## config.mk

```make
export PLATFORM = sky130hd
export DESIGN_NAME = dual_port_blockram_init
export DESIGN_NICKNAME = d
export VERILOG_FILES = /design/src/rtl/blockram_pkg.sv /design/src/rtl/blockram_byte_merge.sv /design/src/rtl/dual_port_blockram_init.sv
export SDC_FILE = /design/constraint.sdc
export NUM_CORES = 2
export LEC_CHECK = 0
export CAP_MARGIN = 20
export CORE_MARGIN = 8
export CORE_UTILIZATION = 56
export CTS_CLUSTER_SIZE = 30
export DETAILED_ROUTE_END_ITERATION = 10
export GPL_ROUTABILITY_DRIVEN = 0
export PLACE_DENSITY_LB_ADDON = 0.25
export RECOVER_POWER = 50
export SKIP_CTS_REPAIR_TIMING = 1
export SKIP_LAST_GASP = 1
export SLEW_MARGIN = 30
export SYNTH_ARGS = -nofsm -noshare
export SYNTH_HDL_FRONTEND = slang
export SYNTH_SLANG_ARGS = --single-unit
```

## constraint.sdc

```tcl
create_clock -name clk_in -period 2.7 [get_ports clk_in]
set_input_delay 0.405 -clock clk_in [delete_from_list [all_inputs] [get_ports clk_in]]
set_output_delay 0.405 -clock clk_in [all_outputs]
set_load 0.05 [all_outputs]
```

## src/rtl/blockram_pkg.sv

```systemverilog
// Shared definitions for the initialised dual-port block RAM: clear-FSM encoding,
// lane-count helper and parameter sanity checks.
package blockram_pkg;

  localparam int unsigned BRAM_STATE_W = 1;

  localparam logic [BRAM_STATE_W-1:0] BRAM_STATE_IDLE = 1'b0;
  localparam logic [BRAM_STATE_W-1:0] BRAM_STATE_INIT = 1'b1;

  function automatic int unsigned byte_en_width(input int unsigned element_bits);
    return element_bits / 8;
  endfunction

  function automatic bit element_width_ok(input int unsigned element_bits);
    return (element_bits > 0) && ((element_bits % 8) == 0);
  endfunction

  function automatic bit depth_ok(input int unsigned number_sets);
    return number_sets >= 2;
  endfunction

endpackage

```

## src/rtl/blockram_byte_merge.sv

```systemverilog
// Overlays the byte lanes of a colliding write onto the data read from the array,
// so a same-address read returns the freshly written bytes.
module blockram_byte_merge #(
  parameter int unsigned BYTE_EN_WIDTH = 8
) (
  input  logic                       merge_en,
  input  logic [BYTE_EN_WIDTH-1:0]   byte_en,
  input  logic [8*BYTE_EN_WIDTH-1:0] write_data,
  input  logic [8*BYTE_EN_WIDTH-1:0] array_data,
  output logic [8*BYTE_EN_WIDTH-1:0] merged_c
);

  always_comb begin
    merged_c = array_data;
    for (int i = 0; i < int'(BYTE_EN_WIDTH); i++) begin
      if (merge_en && byte_en[i]) begin
        merged_c[8*i +: 8] = write_data[8*i +: 8];
      end
    end
  end

endmodule

```

## src/rtl/dual_port_blockram_init.sv

```systemverilog
// Simple-dual-port block RAM with byte enables, selectable collision policy,
// optional output register and a post-reset clear engine.
module dual_port_blockram_init
  import blockram_pkg::*;
#(
  parameter int unsigned SINGLE_ELEMENT_SIZE_IN_BITS = 64,
  parameter int unsigned NUMBER_SETS                 = 64,
  parameter int unsigned SET_PTR_WIDTH_IN_BITS       = $clog2(NUMBER_SETS),
  parameter int unsigned BYTE_EN_WIDTH               = byte_en_width(SINGLE_ELEMENT_SIZE_IN_BITS),
  parameter int unsigned OUTPUT_REG                  = 0,
  parameter int unsigned WRITE_FIRST                 = 1,
  parameter logic [SINGLE_ELEMENT_SIZE_IN_BITS-1:0] INIT_VALUE = '0
) (
  input  logic                                   clk_in,
  input  logic                                   reset_in,
  input  logic                                   read_en_in,
  input  logic [SET_PTR_WIDTH_IN_BITS-1:0]       read_set_addr_in,
  output logic [SINGLE_ELEMENT_SIZE_IN_BITS-1:0] read_element_out,
  output logic                                   read_valid_out,
  input  logic                                   write_en_in,
  input  logic [SET_PTR_WIDTH_IN_BITS-1:0]       write_set_addr_in,
  input  logic [BYTE_EN_WIDTH-1:0]               write_byte_en_in,
  input  logic [SINGLE_ELEMENT_SIZE_IN_BITS-1:0] write_element_in,
  output logic                                   init_busy_out
);

  localparam int unsigned DW = SINGLE_ELEMENT_SIZE_IN_BITS;
  localparam int unsigned AW = SET_PTR_WIDTH_IN_BITS;
  localparam int unsigned BW = BYTE_EN_WIDTH;
  localparam logic [AW-1:0] LAST_SET = AW'(NUMBER_SETS - 1);

  if (!element_width_ok(SINGLE_ELEMENT_SIZE_IN_BITS)) begin : g_bad_width
    $error("SINGLE_ELEMENT_SIZE_IN_BITS must be a non-zero multiple of 8");
  end
  if (!depth_ok(NUMBER_SETS)) begin : g_bad_depth
    $error("NUMBER_SETS must be at least 2");
  end

  logic [BRAM_STATE_W-1:0] state_q, state_d;
  logic [AW-1:0]           count_q, count_d;
  logic                    busy_q;
  logic                    valid1_q;

  logic                    mem_we;
  logic [AW-1:0]           mem_addr;
  logic [BW-1:0]           mem_be;
  logic [DW-1:0]           mem_wdata;

  logic                    read_acc;
  logic                    write_acc;

  (* ram_style = "block" *) logic [DW-1:0] mem [NUMBER_SETS];
  logic [DW-1:0]           rd_data_q;
  logic [DW-1:0]           stage1_data;

  // Requests are only honoured in normal operation and never on a reset cycle.
  assign read_acc  = read_en_in  && (state_q == BRAM_STATE_IDLE) && !reset_in;
  assign write_acc = write_en_in && (state_q == BRAM_STATE_IDLE) && !reset_in;

  // Clear FSM next-state and array write-port selection.
  always_comb begin
    state_d   = state_q;
    count_d   = count_q;
    mem_we    = 1'b0;
    mem_addr  = write_set_addr_in;
    mem_be    = write_byte_en_in;
    mem_wdata = write_element_in;
    case (state_q)
      BRAM_STATE_INIT: begin
        mem_we    = !reset_in;
        mem_addr  = count_q;
        mem_be    = '1;
        mem_wdata = INIT_VALUE;
        count_d   = AW'(count_q + 1'b1);
        if (count_q == LAST_SET) begin
          state_d = BRAM_STATE_IDLE;
        end
      end
      default: begin
        mem_we = write_acc;
      end
    endcase
  end

  always_ff @(posedge clk_in) begin
    if (reset_in) begin
      state_q  <= BRAM_STATE_INIT;
      count_q  <= '0;
      busy_q   <= 1'b1;
      valid1_q <= 1'b0;
    end else begin
      state_q  <= state_d;
      count_q  <= count_d;
      busy_q   <= (state_d == BRAM_STATE_INIT);
      valid1_q <= read_acc;
    end
  end

  assign init_busy_out = busy_q;

  // Array: byte-lane writes and an unconditional registered read (old data on collision).
  always_ff @(posedge clk_in) begin
    for (int i = 0; i < int'(BW); i++) begin
      if (mem_we && mem_be[i]) begin
        mem[mem_addr][8*i +: 8] <= mem_wdata[8*i +: 8];
      end
    end
    rd_data_q <= mem[read_set_addr_in];
  end

  if (WRITE_FIRST != 0) begin : g_write_first
    logic          coll_q;
    logic [DW-1:0] wr_data_q;
    logic [BW-1:0] wr_be_q;

    always_ff @(posedge clk_in) begin
      if (reset_in) begin
        coll_q <= 1'b0;
      end else begin
        coll_q <= read_acc && write_acc && (read_set_addr_in == write_set_addr_in);
      end
    end

    always_ff @(posedge clk_in) begin
      wr_data_q <= write_element_in;
      wr_be_q   <= write_byte_en_in;
    end

    blockram_byte_merge #(
      .BYTE_EN_WIDTH (BW)
    ) u_byte_merge (
      .merge_en   (coll_q),
      .byte_en    (wr_be_q),
      .write_data (wr_data_q),
      .array_data (rd_data_q),
      .merged_c   (stage1_data)
    );
  end else begin : g_read_first
    assign stage1_data = rd_data_q;
  end

  if (OUTPUT_REG != 0) begin : g_out_reg
    logic [DW-1:0] out_q;
    logic          valid2_q;

    always_ff @(posedge clk_in) begin
      if (reset_in) begin
        out_q    <= '0;
        valid2_q <= 1'b0;
      end else begin
        valid2_q <= valid1_q;
        if (valid1_q) begin
          out_q <= stage1_data;
        end
      end
    end

    assign read_element_out = out_q;
    assign read_valid_out   = valid2_q;
  end else begin : g_out_direct
    logic [DW-1:0] hold_q;

    // Remembers the last completed read so the output holds between reads.
    always_ff @(posedge clk_in) begin
      if (reset_in) begin
        hold_q <= '0;
      end else if (valid1_q) begin
        hold_q <= stage1_data;
      end
    end

    assign read_element_out = valid1_q ? stage1_data : hold_q;
    assign read_valid_out   = valid1_q;
  end

endmodule

```

==> metrics.md <==
| Metric | Value |
|---|---|
| Core Area | `a little under 0.3 mm^2` |
| Fillers | `17800` |
| Met2 WL | `between 200000 and 250000 um` |
| Final hold violation count | `0` |
| Most frequent cells after synthesis | `4096 x edfxtp_1, 1024 x mux4_2, 586 x nor2_1` |
| Layout area overhead | `20.0%` |
| Pwr Total | `137 mW` |
| Area of the multi-input gates | `between 0.03 and 0.04 mm^2` |
| Share of the synthesized area in the top cell type | `75.3%` |
| GRT Total Usage | `between 20% and 30%` |
| First drt pass iteration count | `7` |
| First-pass GRT wire length | `636000 um` |
| Gate Count Post-Synth | `~7600` |
| Clock Latency Late Sink | `just under 1000 ps` |
| Vias in the first global route | `about 86000` |
| Synth top area cells | `edfxtp_1 75%, mux4_2 14%, dfxtp_1 2.6%, a22oi_1 1.8%, nor2_1 1.3%` |
| Synthesized cell area | `roughly 0.16 mm^2` |
| Fin nets | `between 9000 and 10000` |
| Tmin final | `between 2000 and 3000 ps` |
| CP Capture Type | `output pin` |
| Root buf cell | `clkbuf_16` |
| Tcrit/Tclk final | `104%` |
| Row cnt | `slightly below 200` |
| CTS Buf Count | `just over 400` |
| Max Fanout on Critical Path | `16` |
| Die Span X | `around 560 um` |
| DRC viols | `0` |
| Wl on met1 | `between 150000 and 200000 um` |
| Area taken by flip-flops and latches | `about 0.13 mm^2` |
| Avg WL per Cell | `roughly 34 um` |
| Syn_nets | `~7700` |
| Initial core utilization | `a little under three fifths` |
| Seq/Total Area, Yosys | `between 70% and 80%` |
| Status | `finished, violations left` |
| Routed wire length on met3 | `48500 um` |
| PnR worst setup slack | `-118 ps` |
| Syn Area/Cell | `approximately 21 um^2` |
| PwrDens | `700 mW/mm^2` |
| Gr ovfl total | `0` |
| Cell with the most instances after synthesis | `edfxtp_1` |
| Max layer used | `met5` |
| Max Root-Sink Buffers | `4` |
| Hold Path Class | `in -> reg` |
| Post-synth top flop | `edfxtp_1` |
| RSZ-0062 raised after global routing | `yes` |
| Crit Path Category | `reg -> out` |
| CP required | `about 2300 ps` |
| Final wirelength | `roughly 450000 um` |
| Port bufs | `roughly 150` |
| Initial antenna violation count | `20` |
| Die footprint | `about 0.31 mm^2` |
| Die H | `around 560 um` |
| H-tree Lvls | `5` |
| Post-synth top area cell | `edfxtp_1` |
| Setup violations, final | `49` |
| Io pins | `between 150 and 200` |
| DPL Wire Length | `293000 um` |
| DRT iter0 DRCs | `between 10000 and 15000` |
| Worst Path Arrival | `approximately 2400 ps` |
| Clk_skew | `approximately 58 ps` |
| MaxCap Viol Count | `1` |
| Slew Limit Fails | `0` |
| Least-Margin Pin Slew | `roughly 1500 ps` |
| Leakage power | `between 60 and 70 nW` |
| Max VDD drop | `653 uV` |
| TritonCTS clock tree | `built` |
| CP startpoint kind | `flip-flop` |
| Post-synth EDFFs | `between 4000 and 5000` |
| Netlist cell types | `36` |
| Asr flop ratio synth | `0%` |
| R2R setup slack | `-10 ps` |
| Largest net degree at the start of global routing | `65` |
| Via density | `~6.4` |
| Clk pin slew, worst setup/hold paths | `roughly 60 ps` |
| F_max | `between 300 and 400 MHz` |
| Count of state elements after synthesis | `around 4300` |
| Pre-CTS setup slack | `-406 ps` |
| Relative slew slack | `less than 1%` |
| Yosys warns | `0` |
| Vias | `85500` |
| Share of cells above drive strength 1 | `between 30% and 40%` |
| Violated checks | `max-capacitance violations, negative setup slack` |
| Final ANT Viol Nets | `0` |
| CTS Sinks | `around 4300` |
==> report_power, final <==
| group | internal [mW] | switching, mW | total, mW |
|---|---|---|---|
| Clock | 33.3 | 25.1 | 58.4 |
| Sequential | 72.4 | 0.224 | 72.6 |
| Combinational | 2.89 | 3.45 | 6.34 |
| Total | 109 | 28.8 | 137 |
==> routing by layer <==
| layer | vias to the layer above | GRT usage (%) |
|---|---|---|
| met4 | 32 | 14.2 |
| met1 | 44700 | 37.4 |
| met5 | - | 0 |
| met2 | 5111 | 46.0 |
| met3 | 972 | 7.18 |
| li1 | 34700 | - |
==> cells by family (layout without fill, tap and decap cells) <==
kind of cell / after synthesis / after routing / synth area share (%)
XOR/XNOR: 11 / 11 / 0.0589
AO/OA/AOI/OAI: 721 / 721 / 3.25
flip-flops: 4305 / 4305 / 77.8
multiplexers: 1161 / 1161 / 15.0
buffers and inverters: 458 / 2215 / 1.29
other: 0 / 22 / 0
AND/OR/NAND/NOR: 968 / 968 / 2.62
adder cells (fa/ha/maj): 1 / 1 / 0.00765
==> per-stage QoR <==
| stage | hold WS [ps] | instance area (um^2) | setup TNS, ps | util, % | std cells |
|---|---|---|---|---|---|
| 3_5_place_dp | 548 | 181000 | -347270 | 62.3 | 12400 |
| 6_report | 28.0 | 196000 | -3280 | 67.5 | 13300 |
| 2_1_floorplan | 433 | 163000 | -2391870 | - | 7625 |
| 5_1_grt | 13.3 | 196000 | -7730 | 67.5 | 13300 |
| 4_1_cts | -150 | 195000 | -33230 | 67.0 | 13200 |
| 3_3_place_gp | 535 | 181000 | -366250 | 62.3 | 12400 |
==> worst max-delay path, cell delays in order (launching register included) <==
cell,delay (ps)
dfxtp_4,370
buf_16,160
clkbuf_16,310
a21oi_2,250
buf_12,170
==> placed cells by master, fill, tap and decap left out, drive strengths merged, types with 4 or more instances in the layout <==
cell type	synthesis	routed
nand3	132	132
mux4	1024	1024
or3b	6	6
mux2	4	4
bufinv	0	43
diode	0	22
xnor2	6	6
dfxtp	209	209
nand4	4	4
and2	4	4
xor2	5	5
nand3b	6	6
clkinvlp	0	26
inv	0	10
a21oi	80	80
or2	8	8
nor2	586	586
a211oi	64	64
clkdlybuf4s50	0	11
o211a	64	64
nand2	73	73
o22ai	64	64
a22oi	384	384
edfxtp	4096	4096
nor3	9	9
mux2i	133	133
buf	250	1290
nor2b	136	136
clkinv	0	166
a21boi	64	64
dlygate4sd3	0	142
clkbuf	208	527
==> area by class of cell <==
cell class / count / area share [%]
multi-input cells: 2862 / 17.9
flip-flops and latches: 4305 / 64.8
clock buffers: 522 / 5.63
clock inverters: 245 / 1.39
repair buffers: 1448 / 7.71
well taps: 3900 / 2.49
diodes: 22 / 0.0281
==> registers in the layout, summed over array words and instances, names as in the netlist <==
register	flops
init_busy_out	1
g_write_first.wr_data_q	64
g_out_direct.hold_q	64
rd_data_q	64
count_q	6
g_write_first.wr_be_q	8
read_valid_out	1
g_write_first.coll_q	1
mem	4096
==> worst paths after layout <==
kind	startpoint	to	depth (start not counted)
max	read_valid_out$_SDFF_PP0_	read_element_out[25]	4
min	read_en_in	read_valid_out$_SDFF_PP0_	2
max reg2reg	init_busy_out$_SDFF_PP1_	mem[51][13]$_DFFE_PP_	8
min reg2reg	count_q[5]$_SDFFE_PP0P_	init_busy_out$_SDFF_PP1_	2
No activity file was read; power rests on OpenSTA's default activity.
